--- src/rtl/stopwatch_display_scan_if.sv ---
// stopwatch_display_scan_if: digit values and mode controls in, display pins out.
// master = counter chain / board side, slave = the scan driver.
interface stopwatch_display_scan_if;
    logic [3:0] sec_ones;
    logic [2:0] sec_tens;
    logic [3:0] min_ones;
    logic [3:0] min_tens;
    logic       adjust;
    logic       sel;
    logic [3:0] an;
    logic [6:0] seg;
    logic       dp;
    modport master (
        output sec_ones, sec_tens, min_ones, min_tens, adjust, sel,
        input  an, seg, dp
    );
    modport slave (
        input  sec_ones, sec_tens, min_ones, min_tens, adjust, sel,
        output an, seg, dp
    );
endinterface

--- src/rtl/stopwatch_display_scan.sv ---
// stopwatch_display_scan: 4-digit common-anode scan driver with per-frame snapshot.
// Define DISPLAY_BLINK_EN to blink the selected digit pair in adjust mode.
module stopwatch_display_scan #(
    parameter int REFRESH_DIV = 100000,
    parameter int BLINK_DIV   = 25000000
) (
    input logic clk,
    input logic reset,
    stopwatch_display_scan_if.slave bus
);
    localparam int RW = $clog2(REFRESH_DIV);
    logic [RW-1:0]   rcnt;
    logic [1:0]      idx;
    logic [3:0][3:0] snap;
    logic [3:0]      digit;
    logic [6:0]      seg_d;
    logic            rwrap;
    logic            blank;
    assign rwrap = rcnt == RW'(REFRESH_DIV - 1);
    // sec_tens 6/7 are folded into an out-of-range code so they decode to a dash
    always_ff @(posedge clk) begin
        if (reset) begin
            rcnt <= '0;
            idx  <= '0;
            snap <= '0;
        end else begin
            rcnt <= rwrap ? '0 : rcnt + RW'(1);
            if (rwrap)
                idx <= idx + 2'd1;
            if (rwrap && idx == 2'd3)
                snap <= {bus.min_tens, bus.min_ones,
                         bus.sec_tens > 3'd5 ? 4'hf : {1'b0, bus.sec_tens}, bus.sec_ones};
        end
    end
    always_comb begin
        digit = snap[idx];
        case (digit)
            4'd0:    seg_d = 7'h40;
            4'd1:    seg_d = 7'h79;
            4'd2:    seg_d = 7'h24;
            4'd3:    seg_d = 7'h30;
            4'd4:    seg_d = 7'h19;
            4'd5:    seg_d = 7'h12;
            4'd6:    seg_d = 7'h02;
            4'd7:    seg_d = 7'h78;
            4'd8:    seg_d = 7'h00;
            4'd9:    seg_d = 7'h10;
            default: seg_d = 7'h3f;
        endcase
    end
`ifdef DISPLAY_BLINK_EN
    localparam int BW = $clog2(BLINK_DIV);
    logic [BW-1:0] bcnt;
    logic          phase;
    logic          bwrap;
    assign bwrap = bcnt == BW'(BLINK_DIV - 1);
    // leaving adjust mode clears the blinker so the next entry starts visible
    always_ff @(posedge clk) begin
        if (reset || !bus.adjust) begin
            bcnt  <= '0;
            phase <= 1'b0;
        end else begin
            bcnt <= bwrap ? '0 : bcnt + BW'(1);
            if (bwrap)
                phase <= ~phase;
        end
    end
    assign blank = bus.adjust && phase && (bus.sel == idx[1]);
`else
    logic unused_blink;
    assign unused_blink = ^{bus.adjust, bus.sel, BLINK_DIV[0]};
    assign blank = 1'b0;
`endif
    always_ff @(posedge clk) begin
        if (reset || blank) begin
            bus.an  <= 4'hf;
            bus.seg <= 7'h7f;
            bus.dp  <= 1'b1;
        end else begin
            bus.an  <= ~(4'b0001 << idx);
            bus.seg <= seg_d;
            bus.dp  <= idx != 2'd2;
        end
    end
endmodule
--- src/flat_wrapper.sv ---
// flat-port wrapper written by rule: the top's interface ports become plain ports
module stopwatch_display_scan_flat 
#(
    parameter int REFRESH_DIV = 100000,
    parameter int BLINK_DIV   = 25000000
)
  (clk, reset, bus_sec_ones, bus_sec_tens, bus_min_ones, bus_min_tens, bus_adjust, bus_sel, bus_an, bus_seg, bus_dp);
  stopwatch_display_scan_if bus_i ();
  input logic clk;
  input logic reset;
  input wire logic [$bits(bus_i.sec_ones)-1:0] bus_sec_ones;
  input wire logic [$bits(bus_i.sec_tens)-1:0] bus_sec_tens;
  input wire logic [$bits(bus_i.min_ones)-1:0] bus_min_ones;
  input wire logic [$bits(bus_i.min_tens)-1:0] bus_min_tens;
  input wire logic [$bits(bus_i.adjust)-1:0] bus_adjust;
  input wire logic [$bits(bus_i.sel)-1:0] bus_sel;
  output wire logic [$bits(bus_i.an)-1:0] bus_an;
  output wire logic [$bits(bus_i.seg)-1:0] bus_seg;
  output wire logic [$bits(bus_i.dp)-1:0] bus_dp;
  assign bus_i.sec_ones = bus_sec_ones;
  assign bus_i.sec_tens = bus_sec_tens;
  assign bus_i.min_ones = bus_min_ones;
  assign bus_i.min_tens = bus_min_tens;
  assign bus_i.adjust = bus_adjust;
  assign bus_i.sel = bus_sel;
  assign bus_an = bus_i.an;
  assign bus_seg = bus_i.seg;
  assign bus_dp = bus_i.dp;
  stopwatch_display_scan #(.REFRESH_DIV(REFRESH_DIV), .BLINK_DIV(BLINK_DIV)) u_core (.clk(clk), .reset(reset), .bus(bus_i));
endmodule
--- config.mk ---
export PLATFORM = sky130hd
export DESIGN_NAME = stopwatch_display_scan_flat
export DESIGN_NICKNAME = d
export VERILOG_FILES = /design/src/rtl/stopwatch_display_scan_if.sv /design/src/rtl/stopwatch_display_scan.sv /design/src/flat_wrapper.sv
export SDC_FILE = /design/constraint.sdc
export NUM_CORES = 1
export LEC_CHECK = 0
export ABC_AREA = 1
export CAP_MARGIN = 20
export CORE_MARGIN = 4
export CORE_UTILIZATION = 50
export DETAILED_ROUTE_END_ITERATION = 6
export GPL_TIMING_DRIVEN = 0
export PLACE_DENSITY = 0.78
export SYNTH_ARGS = -nofsm -noshare
export SYNTH_HDL_FRONTEND = slang
export SYNTH_SLANG_ARGS = --single-unit
--- constraint.sdc ---
create_clock -name clk -period 2.68 [get_ports clk]
set_input_delay 0.268 -clock clk [delete_from_list [all_inputs] [get_ports clk]]
set_output_delay 0.268 -clock clk [all_outputs]
set_load 0.01 [all_outputs]
Yosys cells after proc, flatten, opt, wreduce, memory -nomap -nowiden

Memory sizes are Yosys's and may differ from the RTL's. A register that Yosys moved wholly into a read port is not among the register bits.
Index checks and enable logic that the tools add are counted.

Add/subtract/negate cells: 2
Order comparisons: 2
Eq/ne operators: 3
Shift-type cells: 1
Mux-type cells: 3
Bitwise operators: 1
Reductions and logical operators: 2

Operators with widths:

| cell                    | number |
|---|---|
| $add A17 B1 Y17 const B | 1 |
| $eq A17 B17 Y1 const B  | 1 |
| $bmux W4 S2             | 1 |
| $mux W4                 | 2 |
| $not A4 Y4              | 1 |
| $shl A1 B2 Y4 const A   | 1 |
| $gt A3 B3 Y1 const B    | 1 |
| $lt A2 B3 Y1 const B    | 1 |
| $add A2 B1 Y2 const B   | 1 |
| $eq A2 B2 Y1 const B    | 1 |
| $ne A2 B2 Y1 const B    | 1 |
| $reduce_or A2 Y1        | 1 |
| $logic_and A1 B1 Y1     | 1 |

Bits in registers: 40
Bits in read-only memories: 112
Bits of input ports: 19
Output and inout port bits: 12
Word-level logic and storage cells: 23
Memories kept: 1

Memory list:

| memory           | depth | bits a word | rd ports | clocked after memory_dff | wr ports | line                         | RTL |
|---|---|---|---|---|---|---|---|
| (name not given) | 16    | 7           | 1        | 1                        | 0        | stopwatch_display_scan.sv:37 | `case (digit)` |

Depth between registers and ports, before layout

Depth in word-level cells: 2
Gate-level depth with buffers: 10
Mapped depth without buffers: 10

Worst setup path after synthesis

Ideal clock, no wire load.

Kind: register -> register
From: register u_core.idx[0]
To: register u_core.bus.seg[0]
Library setup time: 120 ps
Arrival: 1328 ps
Data required time: 2560 ps
Path slack: 1232 ps
Stages on the path, launching flop included: 11
Buffers on the path: 1
Clock period less this slack: 1448 ps
Cells stage by stage: dfxtp_1 buf_2 a21oi_1 o21ai_0 nand2_1 inv_1 ha_1 inv_1 nand2_1 o211ai_1 nand2_1

Longest elaborated chain between the ends: 2

RTL lines:

| what                          | line                            | RTL |
|---|---|---|
| start: declaration            | stopwatch_display_scan.sv:13    | `logic [1:0] idx;` |
| start signal: assignment      | stopwatch_display_scan.sv:29    | `idx <= idx + 2'd1;` |
| $bmux W4 S2                   | stopwatch_display_scan.sv:36    | `digit = snap[idx];` |
| $mux W4 (not written as such) | stopwatch_display_scan.sv:36    |  |
| end: declaration              | stopwatch_display_scan_if.sv:19 | `output an, seg, dp` |

No other way between the ends. The select of a mux whose other input is x is not followed.
A chain may end at the register's enable or synchronous reset.

Final worst setup path

From: register u_core.idx[1]
To: register u_core.bus.seg[0]

Same word-level chain as after synthesis.

==> flow_summary_export.csv <==
group,metric,value,unit
power_and_ir_drop,power.total,1.28,mW
global_route,grt_pass1_wl,7310,µm
cts,post_cts_resize_count,0,
global_route,globalRouteOverflowTotal,0,
layout,final_layout_size_suffix_gt1_share,7.87,%
timing,timing.final.ws_setup,0.920,ns
die,die_y,75.1,µm
power_and_ir_drop,areal_power_density_over_the_cells,474,nW/µm²
cts,cts.hold.buffers_added,0,
die,die_area,5630,µm²
timing,finalWorstPathRequiredPeriod,1.76,ns
synthesis,synth-compound-area-share,6.07,%
cts,worstSkewPairLatency,0.30,ns
synthesis,post_synthesis_net_count,350,
timing,relSlewSlack,74.5,%
cts,cts.repair_timing.setup_buffer_count,0,
placed_design,dp_slack,0.954,ns
detailed_routing,avgRoutedWirePerCell,10.5,µm
cts,cts_tree,"built",
power_and_ir_drop,leakage,1.25,nW
timing,rsz0062_at_grt,"no",
cts,cts_buffers,5,
synthesis,seq_area_frac_synth,41.0,%
detailed_routing,drc_errors,0,
worst_setup_path,setup.reg_to_reg.worst_slack,0.92,ns
run,max-cap-violations,0,
placed_design,detailed_place.area,2590,µm²
synthesis,synth_top_family_by_area,"simple AND/OR/NAND/NOR gates",
global_route,first_global_vias,1759,
placed_design,io_buffers,28,
worst_setup_path,crit_arrival,1.96,ns
detailed_routing,route.vias.total,1945,
layout,syn_to_layout_area_delta,20.4,%
synthesis,yosys_warnings,0,
cts,root_buffer,"sky130_fd_sc_hd__clkbuf_8",
cts,htree_num_levels,2,
detailed_routing,routed_wirelength,4280,µm
die,floorplan.io_pins,31,
synthesis,yosys.area_share.simple,34.2,%
synthesis,yosys-mux-area-fraction,0,%
detailed_routing,avgViaCountPerCell,4.77,
synthesis,synth-adder-area-share,6.12,%
detailed_routing,detailedRoute.firstIterationViolations,71,
worst_setup_path,critPathKind,"flip-flop to flip-flop",
timing,max_slew.worst_pin.slew,0.380,ns
synthesis,synthesis.area_per_instance,7.03,µm²
layout,finalInstanceArea,2710,µm²
worst_setup_path,path_max_fanout,8,
layout,antenna_cells_inserted,0,
timing,fin_skew,0.0111,ns
layout,fin_util,62.2,%
detailed_routing,dr.pass1.iters,4,
timing,report.final.hold_viol_count,0,
global_route,grt_antenna_before_repair,0,
detailed_routing,drt.antenna.violating_nets,0,
worst_setup_path,critPathCaptureType,"flip-flop",
timing,tns,0,ns
worst_setup_path,cp_data_required_time,2.88,ns
cts,cts_max_path_buffers,2,
placed_design,sum_of_net_half_perimeters_after_detailed_placement,3200,µm
cts,clkTransAtPathRegs,0.09,ns
die,core_area,4350,µm²
run_status,status,"finished clean",
min_path,hold_class,"flip-flop to flip-flop",
timing,timing.hold.ws,0.449,ns
layout,layout.nets,385,
die,initial_standard_cell_utilization_of_the_core,51.6,%
synthesis,post_synth_inst_count,320,
synthesis,synth.lib_cells_used.distinct,24,
layout,fin_cells,408,
placed_design,cells_after_dpl,400,
synthesis,netlist_area,2250,µm²
worst_setup_path,timing.critical_path.from_type,"flip-flop",
placed_design,place_congestion,0.858,
timing,timing.final.max_slew_violations,0,
global_route,grt_start_max_net_pins,16,
power_and_ir_drop,power.ir.vdd_worst,264,µV
timing,finalSetupViolCount,0,
global_route,globalRouteTotalUtil,16.9,%
die,floorplan.die.width,75.1,µm
synthesis,synth_seq_cells,46,
cts,cts_sinks,46,
die,placementRows,24,
timing,max_freq,568,MHz
timing,final_min_period_over_clock_period,65.7,%
synthesis,synth_xor_xnor_area_share,2.73,%
-- area by class of cell --
type,count,area [µm²]
clock inverters,3,43.8
flip-flops and latches,46,921
fillers,394,1650
repair buffers,28,280
multi-input cells,222,1100
well taps,52,65.1
clock buffers,5,68.8
inverters,45,170
plain buffers,7,53.8
-- path summary, 6_finish.rpt --
kind	depth (start not counted)	start	to
setup / recovery	10	u_core.idx[1]	u_core.bus.seg[0]
hold / removal	1	u_core.rcnt[0]	u_core.rcnt[0]
setup reg to reg	10	u_core.idx[1]	u_core.bus.seg[0]
hold reg to reg	1	u_core.rcnt[0]	u_core.rcnt[0]
-- layer usage --
metal	share of wire (%)	global-route usage, %
met1	49	21.1
met2	45	27.4
met3	4.4	4.14
met4	2.0	7.51
met5	0	0
-- report_power, final --
group / internal (mW) / switching, mW
Sequential: 0.692 / 0.00372
Combinational: 0.0382 / 0.0260
Clock: 0.280 / 0.243
Total: 1.01 / 0.273
-- flip-flops by register name (all words and copies together), names as in the netlist --
name and count:
u_core.rcnt 17, u_core.snap 16, u_core.bus.seg 7, u_core.bus.an 4, u_core.idx 2
-- cells in the mapped netlist, drive strengths merged --
master | count | area share (%)
inv | 44 | 7.3
xor2 | 6 | 2.3
dfxtp | 46 | 41
nor3 | 9 | 2.0
xnor2 | 1 | 0.39
nand2 | 95 | 16
a21oi | 12 | 3.2
or2 | 1 | 0.28
nand3 | 16 | 4.6
clkinv | 1 | 0.22
buf | 7 | 2.4
nor2 | 57 | 10
o211ai | 4 | 1.3
o21ai | 7 | 1.6
nand4 | 3 | 0.83
ha | 11 | 6.1
-- placed cells by master, fill, tap and decap left out --
cell	instances
sky130_fd_sc_hd__nand2_1	91
sky130_fd_sc_hd__nor2_1	55
sky130_fd_sc_hd__dfxtp_1	46
sky130_fd_sc_hd__inv_1	43
sky130_fd_sc_hd__clkdlybuf4s50_1	28
sky130_fd_sc_hd__nand3_1	13
sky130_fd_sc_hd__a21oi_1	11
sky130_fd_sc_hd__ha_1	11
sky130_fd_sc_hd__nor3_1	9
sky130_fd_sc_hd__o21ai_0	7
sky130_fd_sc_hd__xor2_1	6
sky130_fd_sc_hd__buf_4	5
sky130_fd_sc_hd__clkbuf_8	5
sky130_fd_sc_hd__nand2_2	4
sky130_fd_sc_hd__o211ai_1	4
sky130_fd_sc_hd__nand4_1	3
sky130_fd_sc_hd__clkinv_2	2
sky130_fd_sc_hd__nand3_2	2
sky130_fd_sc_hd__nor2_4	2
sky130_fd_sc_hd__inv_2	1
sky130_fd_sc_hd__buf_2	1
sky130_fd_sc_hd__a21oi_4	1
sky130_fd_sc_hd__nand3_4	1
sky130_fd_sc_hd__buf_6	1
sky130_fd_sc_hd__or2_2	1
sky130_fd_sc_hd__xnor2_1	1
sky130_fd_sc_hd__inv_6	1
sky130_fd_sc_hd__bufinv_16	1
-- critical path, stage by stage, from the launching register on --
cell and delay, ns:
sky130_fd_sc_hd__dfxtp_1 0.52, sky130_fd_sc_hd__inv_2 0.12, sky130_fd_sc_hd__a21oi_1 0.14, sky130_fd_sc_hd__o21ai_0 0.09, sky130_fd_sc_hd__nand2_1 0.18, sky130_fd_sc_hd__inv_1 0.11, sky130_fd_sc_hd__ha_1 0.19, sky130_fd_sc_hd__inv_1 0.05
sky130_fd_sc_hd__nand2_1 0.07, sky130_fd_sc_hd__o211ai_1 0.11, sky130_fd_sc_hd__nand2_1 0.07
-- cell families after synthesis --
family | count (synthesis)
and+or+nand+nor | 181
adders and majority gates | 11
buffers and inverters | 52
AOI/OAI and AO/OA | 23
DFF | 46
xor gates and xnor gates | 7
Power figures use the tool's default switching activity.
==> edit, RTL diff (config.mk and constraints unchanged) <==
`REFRESH_DIV` is set to 100000 in 2 places; all go to 200000.
--- a/src/rtl/stopwatch_display_scan.sv
+++ b/src/rtl/stopwatch_display_scan.sv
@@ -2,5 +2,5 @@
 // Define DISPLAY_BLINK_EN to blink the selected digit pair in adjust mode.
 module stopwatch_display_scan #(
-    parameter int REFRESH_DIV = 100000,
+    parameter int REFRESH_DIV = 200000,
     parameter int BLINK_DIV   = 25000000
 ) (
--- a/src/flat_wrapper.sv
+++ b/src/flat_wrapper.sv
@@ -2,5 +2,5 @@
 module stopwatch_display_scan_flat 
 #(
-    parameter int REFRESH_DIV = 100000,
+    parameter int REFRESH_DIV = 200000,
     parameter int BLINK_DIV   = 25000000
 )
Check against the original RTL: same outputs for any inputs over 10 cycles, from zero or initial values and one cycle with reset high; that may be too few to reach the edited logic, so the function may still have changed.
==> edit against the unedited design <==
- routed wire length increased by 9.8%
- sequential cell count increased by 1
- clock power decreased by 18%
- non-clock buffer count increased by 4
- maximum frequency decreased by 7.4%
- power decreased by 5.3%
- synthesized area increased by 3.5%
- final area increased by 1.9%
- setup slack got worse by 0.14 ns
- first-iteration DRC count increased by 79%
- worst hold slack improved by 0.030 ns
- largest cell class unchanged
- largest power group unchanged
==> edit: results (changes against the unedited design) <==
Setup path
  • Largest fanout on the critical path: 11 (+3)
  • Worst r2r src: u_core.idx[0]$_SDFFE_PP0N_
  • CP arrival: 2.06 ns (+0.10 ns)
  • Startpoint types: register

Place
  • Post-Place Cells: 410 (+2.5%)
  • IO Port Bufs: 28 (unchanged)
  • Placement Setup Slack: 0.8563 ns (-0.09733 ns)
  • Hpwl dp: 3410 um (+6.6%)
  • GP Congestion: 0.8112 (-5.5%)

Cells and area
  • Ant. Diodes: 0 (unchanged)
  • Layout net count: 395 (+2.6%)
  • Top Registers: u_core.rcnt: 18 flops, u_core.snap: 16 flops, u_core.bus.seg: 7 flops
  • Ratio of cells with drive above 1 in the final layout: 6.849% (-1.0 points)

Global route
  • Initial antenna violation count: 0 (unchanged)
  • GRT Resource Usage Total: 16.78% (-0.083 points)
  • Pin count of the biggest net entering global routing: 14 (-2)
  • First-pass GRT wire length: 8411 um (+15%)
  • Vias in the first global route: 1958 (+11%)

CTS
  • CTS clk-pin slew, worst paths: 0.08 ns
  • Clock Path Buffers: 2 (unchanged)
  • Post-CTS setup buffer count: 0 (unchanged)
  • CTS Root Buffer Type: clkbuf_8
  • H-tree lvl count: 2 (unchanged)
  • CTS tree: built
  • Post-CTS sizing: 0 (unchanged)
  • Inserted Clock Buffers: 5 (unchanged)

Worst hold path
  • Worst hold start: u_core.rcnt[14]$_SDFF_PP0_
  • HP Class: reg2reg

Synthesis
  • Sequential area share after synthesis: 40.45% (-0.51 points)
  • Synth top area cells: dfxtp_1 40%, nand2_1 13%, inv_1 7.1%, nor2_1 6.8%, nand3_1 6.7%
  • Syn Inst Count: 330 (+3.1%)
  • Synth async-reset ratio: 0% (unchanged)
  • Synth cell count leaders: 82 x nand2_1, 47 x dfxtp_1, 44 x inv_1, 42 x nor2_1, 31 x nand3_1
  • Syn nets: 360 (+2.9%)
  • Synth unique cells: 27 (+13%)
  • Synthesis warning total: 0 (unchanged)

Drt
  • Wirelength per Cell: 11.28 um (+7.4%)
  • Initial DRC Count: 127 (+79%)
  • Pre-Repair DR Iteration Count: 4 (unchanged)
  • Vias: 2096 (+7.8%)
  • Final WL: 4702 um (+9.8%)

Pwr
  • Peak VDD IR: 0.0002835 V (+7.3%)
  • Leak Pwr: 0.001191 uW (-4.4%)
  • Sw Share: 21.69% (+0.42 points)

Run status
  • Run status: complete, no violations

Timing
  • Worst clock skew: 0.005390 ns (-0.005759 ns)
  • Max transition margin: 70.96% (-3.5 points)
## edit: layout make-up
class,instances,area (um2)
clock buffers,6,82.58
plain buffers,11,81.33
flip-flops and latches,47,940.9
inverters,45,168.9
repair buffers,28,280.3
multi-input cells,227,1135
clock inverters,1,5.005
fillers,419,1655
well taps,52,65.06
## edit: layer usage
layer	track usage, %	part of all wire (%)	vias to the layer above
met1	21.62	48	931
met3	4.019	5.3	6
met2	27.65	46	58
li1	-	-	1101
met4	5.070	1.3	0
met5	0	0	-
## edit: critical path, stage by stage, from the launching register on
cell	delay, ns
dfxtp_1	0.54
inv_2	0.10
buf_4	0.19
nand2_1	0.07
nand3_1	0.08
nand2_1	0.22
inv_1	0.12
ha_1	0.18
o21ai_0	0.14
o21ai_0	0.10
## edit: power groups by stage
stage	Sequential, uW	Combinational [uW]	Clock, uW
after global placement	728	71.9	0
after global routing	713	80.0	459
after floorplan	731	28.7	0
after CTS	712	73.0	435
after detailed placement	729	72.8	0
final	712	72.2	430
## edit: final timing paths
check	endpoint	slack, ns	depth (start not counted)
setup / recovery	u_core.bus.seg[6]$_SDFF_PP1_	0.78	9
hold / removal	u_core.rcnt[14]$_SDFF_PP0_	0.48	2
setup reg to reg	u_core.bus.seg[6]$_SDFF_PP1_	0.78	9
hold reg to reg	u_core.rcnt[14]$_SDFF_PP0_	0.48	2
## edit: kinds of logic after synthesis
kind of cell	Yosys count	share of synthesized area, %
simple gates	173	32.28
buf+inv	56	10.76
flops	47	40.45
compound gates	39	9.091
fa+ha+maj	11	5.917
xor+xnor	4	1.506
## edit: metrics by stage
stage | cell area [um2] | total power [uW]
floorplan | 2326 | 759.8
global placement | 2671 | 800.2
detailed placement | 2671 | 801.4
CTS | 2759 | 1220
global route | 2759 | 1252
finish | 2759 | 1214
